<file path="src/rtl/pixel_sort_arb.sv">
// Round-robin arbiter/sequencer between two pixel-group channels and a shared
// 8-pixel sort engine; one group in flight, watchdog-protected result wait.
module pixel_sort_arb #(
  parameter int unsigned TIMEOUT = 8
) (
  input  logic         clk,
  input  logic         reset_n,
  input  logic         soft_rst,
  input  logic         a_valid,
  output logic         a_ready,
  input  logic [127:0] a_pix,
  input  logic         b_valid,
  output logic         b_ready,
  input  logic [127:0] b_pix,
  output logic         a_resp_valid,
  input  logic         a_resp_ready,
  output logic         b_resp_valid,
  input  logic         b_resp_ready,
  output logic [127:0] resp_pix,
  output logic         sort_enable,
  output logic [127:0] sort_pix,
  output logic         sort_soft_rst,
  input  logic [127:0] sort_res,
  input  logic         sort_valid,
  output logic         busy,
  output logic         owner,
  output logic         err_timeout
);

  localparam int unsigned CW = $clog2(TIMEOUT) + 1;

  typedef enum logic [1:0] {IDLE, ISSUE, WAIT, RESP} state_t;

  state_t          state, state_nx;
  logic [127:0]    hold_q, res_q;
  logic [CW-1:0]   cnt_q;
  logic            owner_q;
  logic            abort;
  logic            grant_a, grant_b;
  logic            cnt_done;

  always_comb begin
    abort        = !reset_n || soft_rst;
    state_nx     = state;
    grant_a      = 1'b0;
    grant_b      = 1'b0;
    a_resp_valid = 1'b0;
    b_resp_valid = 1'b0;
    sort_enable  = 1'b0;
    err_timeout  = 1'b0;
    cnt_done     = (cnt_q == CW'(TIMEOUT - 1));
    case (state)
      IDLE: begin
        // On contention the channel that did not win last time goes first.
        grant_a = a_valid && (!b_valid || owner_q);
        grant_b = b_valid && (!a_valid || !owner_q);
        if (grant_a || grant_b) state_nx = ISSUE;
      end
      ISSUE: begin
        sort_enable = 1'b1;
        state_nx    = WAIT;
      end
      WAIT: begin
        if (sort_valid) begin
          state_nx = RESP;
        end else if (cnt_done) begin
          err_timeout = 1'b1;
          state_nx    = IDLE;
        end
      end
      RESP: begin
        a_resp_valid = !owner_q;
        b_resp_valid = owner_q;
        if (owner_q ? b_resp_ready : a_resp_ready) state_nx = IDLE;
      end
      default: state_nx = IDLE;
    endcase
    // Any abort silences every handshake and pulse in its own cycle.
    if (abort) begin
      grant_a      = 1'b0;
      grant_b      = 1'b0;
      a_resp_valid = 1'b0;
      b_resp_valid = 1'b0;
      sort_enable  = 1'b0;
      err_timeout  = 1'b0;
      state_nx     = IDLE;
    end
  end

  always_ff @(posedge clk) begin
    if (abort) begin
      state  <= IDLE;
      hold_q <= '0;
      res_q  <= '0;
      cnt_q  <= '0;
      if (!reset_n) owner_q <= 1'b1;
    end else begin
      state <= state_nx;
      if (grant_a) begin
        hold_q  <= a_pix;
        owner_q <= 1'b0;
      end else if (grant_b) begin
        hold_q  <= b_pix;
        owner_q <= 1'b1;
      end
      if (state == ISSUE) begin
        cnt_q <= '0;
      end else if (state == WAIT && !sort_valid) begin
        cnt_q <= cnt_q + CW'(1);
      end
      if (state == WAIT && sort_valid) res_q <= sort_res;
    end
  end

  assign a_ready       = grant_a;
  assign b_ready       = grant_b;
  assign resp_pix      = res_q;
  assign sort_pix      = hold_q;
  assign sort_soft_rst = soft_rst;
  assign busy          = (state != IDLE);
  assign owner         = owner_q;

endmodule

</file>
<file path="config.mk">
export PLATFORM = sky130hd
export DESIGN_NAME = pixel_sort_arb
export DESIGN_NICKNAME = d
export VERILOG_FILES = /design/src/rtl/pixel_sort_arb.sv
export SDC_FILE = /design/constraint.sdc
export NUM_CORES = 1
export LEC_CHECK = 0
export CAP_MARGIN = 0
export CORE_AREA = 2 2 256 258
export DETAILED_ROUTE_END_ITERATION = 12
export DIE_AREA = 0 0 258 260
export DONT_BUFFER_PORTS = 1
export PLACE_DENSITY = 0.3
export SYNTH_ARGS = -nofsm -noshare
export SYNTH_HDL_FRONTEND = slang
export SYNTH_SLANG_ARGS = --single-unit
</file>
<file path="constraint.sdc">
create_clock -name clk -period 3.35 [get_ports clk]
set_clock_uncertainty 0.05 [all_clocks]
set_input_delay 0.5025 -clock clk [delete_from_list [all_inputs] [get_ports clk]]
set_output_delay 0.5025 -clock clk [all_outputs]
set_load 0.01 [all_outputs]
</file>
Word level (Yosys, flattened, before mapping)
Cells that the tools add are included.
{"block": "classes", "eq_ne": 8, "reduce_logical": 20, "muxes": 26, "add_sub_neg": 1}
{"operator": "$mux W128", "count": 2}
{"operator": "$mux W1", "count": 19}
{"operator": "$mux W2", "count": 4}
{"operator": "$pmux W2 S4", "count": 1}
{"operator": "$ne A2 B2 Y1 const B", "count": 3}
{"operator": "$logic_not A1 Y1", "count": 5}
{"operator": "$add A4 B1 Y4 const B", "count": 1}
{"operator": "$eq A2 B2 Y1 const B", "count": 2}
{"operator": "$eq A4 B3 Y1 const B", "count": 1}
{"operator": "$logic_and A1 B1 Y1", "count": 4}
{"operator": "$logic_or A1 B1 Y1", "count": 4}
{"operator": "$reduce_bool A2 Y1", "count": 2}
{"operator": "$ne A3 B3 Y1 const B", "count": 1}
{"operator": "$reduce_and A3 Y1", "count": 1}
{"operator": "$reduce_bool A3 Y1", "count": 1}
{"operator": "$eq A2 B1 Y1 const B", "count": 1}
{"operator": "$logic_not A2 Y1", "count": 1}
{"operator": "$reduce_and A2 Y1", "count": 1}
{"operator": "$reduce_or A2 Y1", "count": 1}
{"block": "totals", "reg_bits": 263, "in_bits": 392, "output_inout_bits": 265, "wordCells": 60}

Logic depth before layout (Yosys ltp)
Gate-level depths: netlist (run 1).
{"block": "depth", "word_depth": 8, "ltp_mapped": 7, "mapped_depth_nobuf": 4}

Worst setup path after synthesis (run 1)
Ideal clock, no wire load.
{"block": "synth_timing", "path_type": "input -> output", "start": "in a_valid", "end": "out b_ready", "arrival_time_ns": 1.509, "path_buffers": 3, "required_time_ns": 2.797, "path_stages": 5, "path_slack_ns": 1.288, "cell_sequence": "clkbuf_1 > clkbuf_1 > clkbuf_1 > nand2_1 > and3_1"}
{"block": "synth_between", "elab_chain_len": 5}
{"item": "from (decl)", "line": "9", "rtl": "input logic a_valid,"}
{"item": "$logic_not A1 Y1", "line": "56", "rtl": "grant_b = b_valid && (!a_valid || !owner_q);"}
{"item": "$logic_or A1 B1 Y1", "line": "56"}
{"item": "$logic_and A1 B1 Y1", "line": "56"}
{"item": "$mux W1", "line": "52", "rtl": "case (state)"}
{"item": "$mux W1", "line": "79", "rtl": "if (abort) begin"}
{"item": "to (decl)", "line": "13", "rtl": "output logic b_ready,"}
No other way between the ends.

Worst setup path after layout (run 1)
{"block": "layout_timing", "start": "reg cnt_q[0]", "end": "out err_timeout"}
{"block": "layout_between", "elab_chain_len": 5}
{"item": "from (decl)", "line": "36", "rtl": "logic [CW-1:0] cnt_q;"}
{"item": "from (signal assigned)", "line": "109", "rtl": "cnt_q <= cnt_q + CW'(1);"}
{"item": "$eq A4 B3 Y1", "line": "51", "rtl": "cnt_done = (cnt_q == CW'(TIMEOUT - 1));"}
{"item": "$mux W1", "line": "66", "rtl": "end else if (cnt_done) begin"}
{"item": "$mux W1", "line": "64", "rtl": "if (sort_valid) begin"}
{"item": "$mux W1", "line": "52"}
{"item": "$mux W1", "line": "79"}
{"item": "to (decl)", "line": "27", "rtl": "output logic err_timeout"}
No other way between the ends.

==> results.sh, run 1 <==
export IMPL_final_replace_weighted_congestion=0.753
export IMPL_cts_max_level=2
export IMPL_clk_latency_ns=0.54
export IMPL_core_um2=64100
export IMPL_first_pass_iters=5
export IMPL_setup_worst_path_start_class="flop"
export IMPL_postSynthRegisterBits=263
export IMPL_synthFlopType="dfxtp_1"
export IMPL_die_h_um=260
export IMPL_result_of_the_run="completed"
export IMPL_area_growth_synth_to_final_pct=18.2
export IMPL_met3_wirelength_mm=5.44
export IMPL_finalCritPeriodShare_pct=75.5
export IMPL_crit_type="reg2out"
export IMPL_numClockSinks=263
export IMPL_total_power_mw=7.42
export IMPL_antenna_violating_nets_post_route=0
export IMPL_drt_iter0_drc=609
export IMPL_async_flop_share_pct=0
export IMPL_met2RoutedLength_mm=24.3
export IMPL_ff2ff_setup_slack_ns=0.90
export IMPL_pre_cts_slack_ns=0.881
export IMPL_via_count=9952
export IMPL_hp_class="in2reg"
export IMPL_placed_area_um2=12300
export IMPL_synth_enable_flop_cells=1
export IMPL_power_ir_vdd_worst_mv=0.249
export IMPL_finalHoldViolations=0
export IMPL_cts_path_max_buffers=3
export IMPL_setup_viol_count_final=0
export IMPL_tightest_slew_ns=1.05
export IMPL_worstPathArrival_ns=1.98
export IMPL_yosys_top_cells_count="dfxtp_1, nand2_1, a21oi_1, clkbuf_1"
export IMPL_cts_reportedPaths_clkPinSlew_ns=0.06
export IMPL_dpl_cell_count=1965
export IMPL_synth_cells=1249
export IMPL_totalNegativeSetupSlack_ns=0
export IMPL_drc=0
export IMPL_worst_setup_path_end_kind="output port"
export IMPL_synth_warnings=0
export IMPL_grt_max_degree=262
export IMPL_viasPerCell=4.79
export IMPL_max_freq_mhz=396
export IMPL_r2r_worst_path_cells=6
export IMPL_timing_max_slew_rel_slack_pct=30.2
export IMPL_post_synth_top_count_cell="dfxtp_1"
export IMPL_final_layout_size_suffix_gt1_share_pct=8.18
export IMPL_io_pin_count=657
export IMPL_synthTopCellsByArea="dfxtp_1, a311o_1, o221a_1"
export IMPL_detailed_route_wl_mm=49.5
export IMPL_post_layout_instance_area_um2=13800
export IMPL_routedWlPerCell_um=23.8
export IMPL_cp_max_fo=5
export IMPL_layout_nets=1581
export IMPL_power_per_cell_area_nw_per_um2=536
export IMPL_antenna_found_initial=19
export IMPL_yosysTopAreaCellShare_pct=44.8
export IMPL_synthDominantAreaCellType="dfxtp_1"
export IMPL_final_setup_worst_slack_ns=0.822
export IMPL_post_cts_repair_setup_buffers=0
export IMPL_wirelength_met1_mm=18.1
export IMPL_cell_count_final_fillers_out=2077
export IMPL_worst_hold_path_num_cells=2
export IMPL_floorplan_rows=93
export IMPL_netlist_area_um2=11700
export IMPL_syn_mean_instance_area_um2=9.37
export IMPL_first_global_vias=9785
export IMPL_synth_cell_type_count=41
export IMPL_cts_inserted_buffers=35
export IMPL_fin_hold_ws_ns=0.0492
export IMPL_tritoncts="done"
export IMPL_global_route_overflow_total=0
export IMPL_unrepaired_setup_endpoints_after_global_routing="false"
export IMPL_highest_signal_layer_in_the_routed_design="met5"
export IMPL_synth_net_count=1642
export IMPL_cap_viol_max_count=0
export IMPL_grt_total_usage_pct=13.7
export IMPL_finalMaxSlewViolations=0
export IMPL_port_buffers=0
export IMPL_total_leakage_power_nw=4.13
export IMPL_critical_path_cell_by_cell="ha_1 > nand4bb_1 > nor3_1"
export IMPL_die_area_um2=67100
export IMPL_critPathSlowestCell="nor3_1"
export IMPL_ys_seq_area_share_pct=45.1
export IMPL_cts_root_buffer="clkbuf_16"
export IMPL_detailedPlacementHpwl_mm=33.6
export IMPL_global_route_wire_length_before_repair_mm=69.3
export IMPL_initial_core_util_pct=18.3
export IMPL_timing_final_crit_period_ns=2.53
export IMPL_timing_critical_path_slowest_cell_delay_ns=0.69
export IMPL_fin_util_pct=21.6
export IMPL_chipWidth_um=258
export IMPL_required_ns=2.80
## placed cells by master, fill, tap and decap left out, types with 3 or more instances in the layout
master         synthesis  routed
buf_12                 1       8
a21oi_1              132     132
clkbuf_1             130      12
nand2b_1               6       4
o221a_1              109     109
dlygate4sd3_1          0      41
clkbuf_8               0       7
a21boi_0             128     128
dfxtp_1              262     262
clkbuf_16              0      35
nand3_1                3       3
nand2_1              260     260
diode_2                0      12
nor3_1                 4       4
buf_4                  1      16
o221a_2               19      19
inv_1                  3       3
a311o_1              128     128
## critical path: cells and delay by family, from the launching register on
kind          cells  cell delay (ns)
flops             1             0.39
fa+ha+maj         1             0.22
simple gates      2             0.82
## kinds of logic (layout without fill, tap and decap cells)
family / count (synthesis) / after routing / share of synthesized area, %
AOI/OAI and AO/OA: 526 / 526 / 37.8
and+or+nand+nor: 292 / 292 / 10.1
DFF: 263 / 263 / 45.1
buffers and inverters: 166 / 127 / 6.86
adders and majority gates: 1 / 1 / 0.107
muxes: 1 / 1 / 0.0855
other: 0 / 12 / 0
## area by class of cell
class | instances | area [um2]
Fill cell | 7006 | 50300
Multi-Input combinational cell | 820 | 5670
Sequential cell | 263 | 5280
Tap cell | 855 | 1070
Clock buffer | 54 | 1020
Timing Repair Buffer | 65 | 691
Clock inverter | 5 | 76.3
Antenna cell | 12 | 30.0
Inverter | 3 | 11.3
## registers in the layout, summed over array words and instances (netlist names)
signal and cells:
cnt_q 4, sort_pix 128, state 2, resp_pix 128
owner 1
## routing by layer
layer	vias up	global-route usage (%)
met1	4757	14.9
met2	502	23.2
met4	10	5.31
met3	82	6.18
met5	-	0
li1	4601	-
## power by group
group | total, mW | internal, mW | switching, mW | leakage (nW)
combinational | 0.499 | 0.214 | 0.285 | 1.47
sequential | 3.26 | 3.19 | 0.0773 | 2.13
clock | 3.66 | 2.17 | 1.49 | 0.532
total | 7.42 | 5.57 | 1.85 | 4.13
## final timing paths
check                            startpoint                         to
hold reg to reg   resp_pix[89]$_SDFFE_PN0P_  resp_pix[89]$_SDFFE_PN0P_
setup / recovery      cnt_q[0]$_SDFFE_PP0P_                err_timeout
setup reg to reg      state[1]$_SDFFE_PN0P_  sort_pix[78]$_SDFFE_PN0P_
hold / removal                 sort_res[70]  resp_pix[70]$_SDFFE_PN0P_
## what timing repair did
item                                   in CTS  in global routing
gates resized for setup                     0                  0
hold buffers                               41                  0
endpoints found under the hold margin      41                  0
Power figures use the tool's default switching activity.
==> run 2: changes to the inputs <==
--- a/config.mk
+++ b/config.mk
@@ -5,10 +5,11 @@
 export SDC_FILE = /design/constraint.sdc
 export NUM_CORES = 1
 export LEC_CHECK = 0
+export ABC_AREA = 1
 export CAP_MARGIN = 0
-export CORE_AREA = 2 2 256 258
+export CORE_AREA = 2 2 259 261
 export DETAILED_ROUTE_END_ITERATION = 12
-export DIE_AREA = 0 0 258 260
+export DIE_AREA = 0 0 261 263
 export DONT_BUFFER_PORTS = 1
 export PLACE_DENSITY = 0.3
 export SYNTH_ARGS = -nofsm -noshare
==> constraint.sdc (replaced) <==
create_clock -name clk -period 2.4 [get_ports clk]
set_clock_uncertainty 0.05 [all_clocks]
set_input_delay 0.36 -clock clk [delete_from_list [all_inputs] [get_ports clk]]
set_output_delay 0.36 -clock clk [all_outputs]
set_load 0.01 [all_outputs]
==> results.sh, run 2 <==
export IMPL_post_layout_instance_area_um2=16700
export IMPL_ff2ff_setup_slack_ns=0.29
export IMPL_r2r_start="state[1]$_SDFFE_PN0P_"
export IMPL_placed_area_um2=13000
export IMPL_setup_worst_path_start_class="input pin"
export IMPL_yosysTopAreaCellShare_pct=43.7
export IMPL_synth_cells=1754
export IMPL_detailed_route_wl_mm=52.6
export IMPL_async_flop_share_pct=0
export IMPL_tightest_slew_ns=0.843
export IMPL_layout_nets=2332
export IMPL_timing_critical_path_slowest_cell_delay_ns=0.62
export IMPL_cts_root_buffer="clkbuf_16"
export IMPL_antenna_violating_nets_post_route=0
export IMPL_yosys_top_cells_count="inv_1, nand3_1, dfxtp_1, a21oi_1, nand2_1"
export IMPL_worst_setup_path_end_kind="output port"
export IMPL_final_layout_size_suffix_gt1_share_pct=5.65
export IMPL_first_global_vias=12300
export IMPL_synth_warnings=0
export IMPL_critPathSlowestCell="dlygate4sd3_1"
export IMPL_synth_cell_type_count=21
export IMPL_numClockSinks=263
export IMPL_first_pass_iters=5
export IMPL_total_leakage_power_nw=6.62
export IMPL_crit_type="in2out"
export IMPL_fin_util_pct=25.5
export IMPL_drt_iter0_drc=614
export IMPL_worstHoldEndpoint="sort_pix[30]$_SDFFE_PN0P_"
export IMPL_syn_mean_instance_area_um2=6.84
export IMPL_chipWidth_um=261
export IMPL_worst_hold_path_num_cells=4
export IMPL_unrepaired_setup_endpoints_after_global_routing="true"
export IMPL_result_of_the_run="completed"
export IMPL_finalMaxSlewViolations=0
export IMPL_netlist_area_um2=12000
export IMPL_viasPerCell=4.33
export IMPL_timing_max_slew_rel_slack_pct=43.8
export IMPL_cts_path_max_buffers=3
export IMPL_ys_seq_area_share_pct=44.0
export IMPL_critical_path_cell_by_cell="dlygate4sd3_1 > inv_2 > nand2_4 > nor2_4 > nand2_8 > buf_12 > inv_1"
export IMPL_worstPathArrival_ns=1.92
export IMPL_floorplan_rows=94
export IMPL_die_area_um2=68600
export IMPL_core_um2=65600
export IMPL_port_buffers=0
export IMPL_layout_filler_cells=7300
export IMPL_synth_enable_flop_cells=1
export IMPL_detailedPlacementHpwl_mm=36.7
export IMPL_synthTopCellsByArea="dfxtp_1, nand3_1, inv_1"
export IMPL_drc=0
export IMPL_finalHoldViolations=0
export IMPL_clk_latency_ns=0.54
export IMPL_final_cell_mix="inv_1, nand3_1, dfxtp_1"
export IMPL_power_ir_vdd_worst_mv=0.424
export IMPL_cp_max_fo=38
export IMPL_global_route_wire_length_before_repair_mm=76.9
export IMPL_max_freq_mhz=429
export IMPL_cts_inserted_buffers=37
export IMPL_hp_class="in2reg"
export IMPL_min_delay_start="b_pix[30]"
export IMPL_postSynthRegisterBits=263
export IMPL_area_growth_synth_to_final_pct=39.4
export IMPL_grt_total_usage_pct=14.4
export IMPL_via_count=12300
export IMPL_initial_core_util_pct=18.3
export IMPL_r2r_worst_path_cells=9
export IMPL_final_replace_weighted_congestion=0.804
export IMPL_cts_reportedPaths_clkPinSlew_ns=0.05
export IMPL_routedWlPerCell_um=18.6
export IMPL_io_pin_count=657
export IMPL_synthFlopType="dfxtp_1"
export IMPL_required_ns=1.99
export IMPL_power_per_cell_area_nw_per_um2=682
export IMPL_layout_cells_most_common="inv_1"
export IMPL_grt_max_degree=129
export IMPL_critical_path_reg2reg_endpoint="sort_pix[82]$_SDFFE_PN0P_"
export IMPL_global_route_overflow_total=0
export IMPL_antenna_found_initial=3
export IMPL_tritoncts="done"
export IMPL_synthDominantAreaCellType="dfxtp_1"
export IMPL_post_synth_top_count_cell="inv_1"
export IMPL_finalCritPeriodShare_pct=97.1
export IMPL_die_h_um=263
export IMPL_cts_max_level=2
export IMPL_synth_net_count=2147
export IMPL_setup_viol_count_final=0
export IMPL_timing_final_crit_period_ns=2.33
export IMPL_cap_viol_max_count=0
run 2: cell families after synthesis:
group | synth area share (%)
AND/OR/NAND/NOR | 21.8
buffers and inverters | 17.9
AO/OA/AOI/OAI | 16.3
flip-flops | 44.0
adder cells (fa/ha/maj) | 0.104
run 2: where the power goes:
group | switching, mW | internal [mW] | total, mW | leakage, nW
sequential | 0.0990 | 4.44 | 4.54 | 2.12
clock | 2.21 | 3.42 | 5.63 | 0.609
combinational | 0.701 | 0.536 | 1.24 | 3.89
total | 3.01 | 8.40 | 11.4 | 6.62
run 2: timing repair:
action	in CTS	in global routing
setup buffers	2	0
gates resized for setup	0	2
pin swaps	1	1
endpoints found under the setup margin	2	3
hold buffers	243	0
endpoints found under the hold margin	241	0
gates cloned	1	0
run 2: layout make-up:
type / count / area [um2] / area share (%)
Multi-Input combinational cell: 953 / 4670 / 27.9
Antenna cell: 2 / 5.00 / 0.0299
Sequential cell: 263 / 5280 / 31.5
Clock inverter: 7 / 133 / 0.793
Clock buffer: 59 / 1120 / 6.69
Inverter: 398 / 1490 / 8.93
Tap cell: 864 / 1080 / 6.46
Timing Repair Buffer: 286 / 2960 / 17.7
run 2: how the worst max path moves through the flow:
stage / from / to / slack (ns) / cells past startpoint
floorplan: state[1]$_SDFFE_PN0P_ / err_timeout / 0.70 / 4
global placement: state[1]$_SDFFE_PN0P_ / sort_pix[68]$_SDFFE_PN0P_ / 0.45 / 7
detailed placement: state[1]$_SDFFE_PN0P_ / sort_pix[68]$_SDFFE_PN0P_ / 0.45 / 7
CTS: state[1]$_SDFFE_PN0P_ / a_ready / -0.0006 / 6
global route: soft_rst / a_ready / -0.03 / 7
finish: soft_rst / a_ready / 0.07 / 7
run 2: critical path: cells and delay by family:
kind	cells	cell delay (ns)
buffers and inverters	4	1.05
AND/OR/NAND/NOR	3	0.48
run 2: per-layer routing:
| metal | routed length [um] | global-route usage, % | up-vias |
|---|---|---|---|
| li1 | - | - | 5943 |
| met1 | 20800 | 16.4 | 5797 |
| met2 | 25900 | 25.2 | 462 |
| met3 | 4990 | 5.22 | 62 |
| met4 | 930 | 3.62 | 2 |
| met5 | 11 | 0 | - |
run 2: stage by stage:
step           setup WS [ns]  cells  setup TNS [ns]  hold slack (ns)  power (mW)
4_1_cts            -0.000624   2830       -0.000624         0.000180        11.7
3_5_place_dp           0.450   2519               0            0.403        5.54
5_1_grt              -0.0257   2832         -0.0257           0.0193        11.9
2_1_floorplan          0.702   1754               0            0.389        5.24
3_3_place_gp           0.447   2519               0            0.397        5.54
6_report              0.0703   2832               0           0.0276        11.4
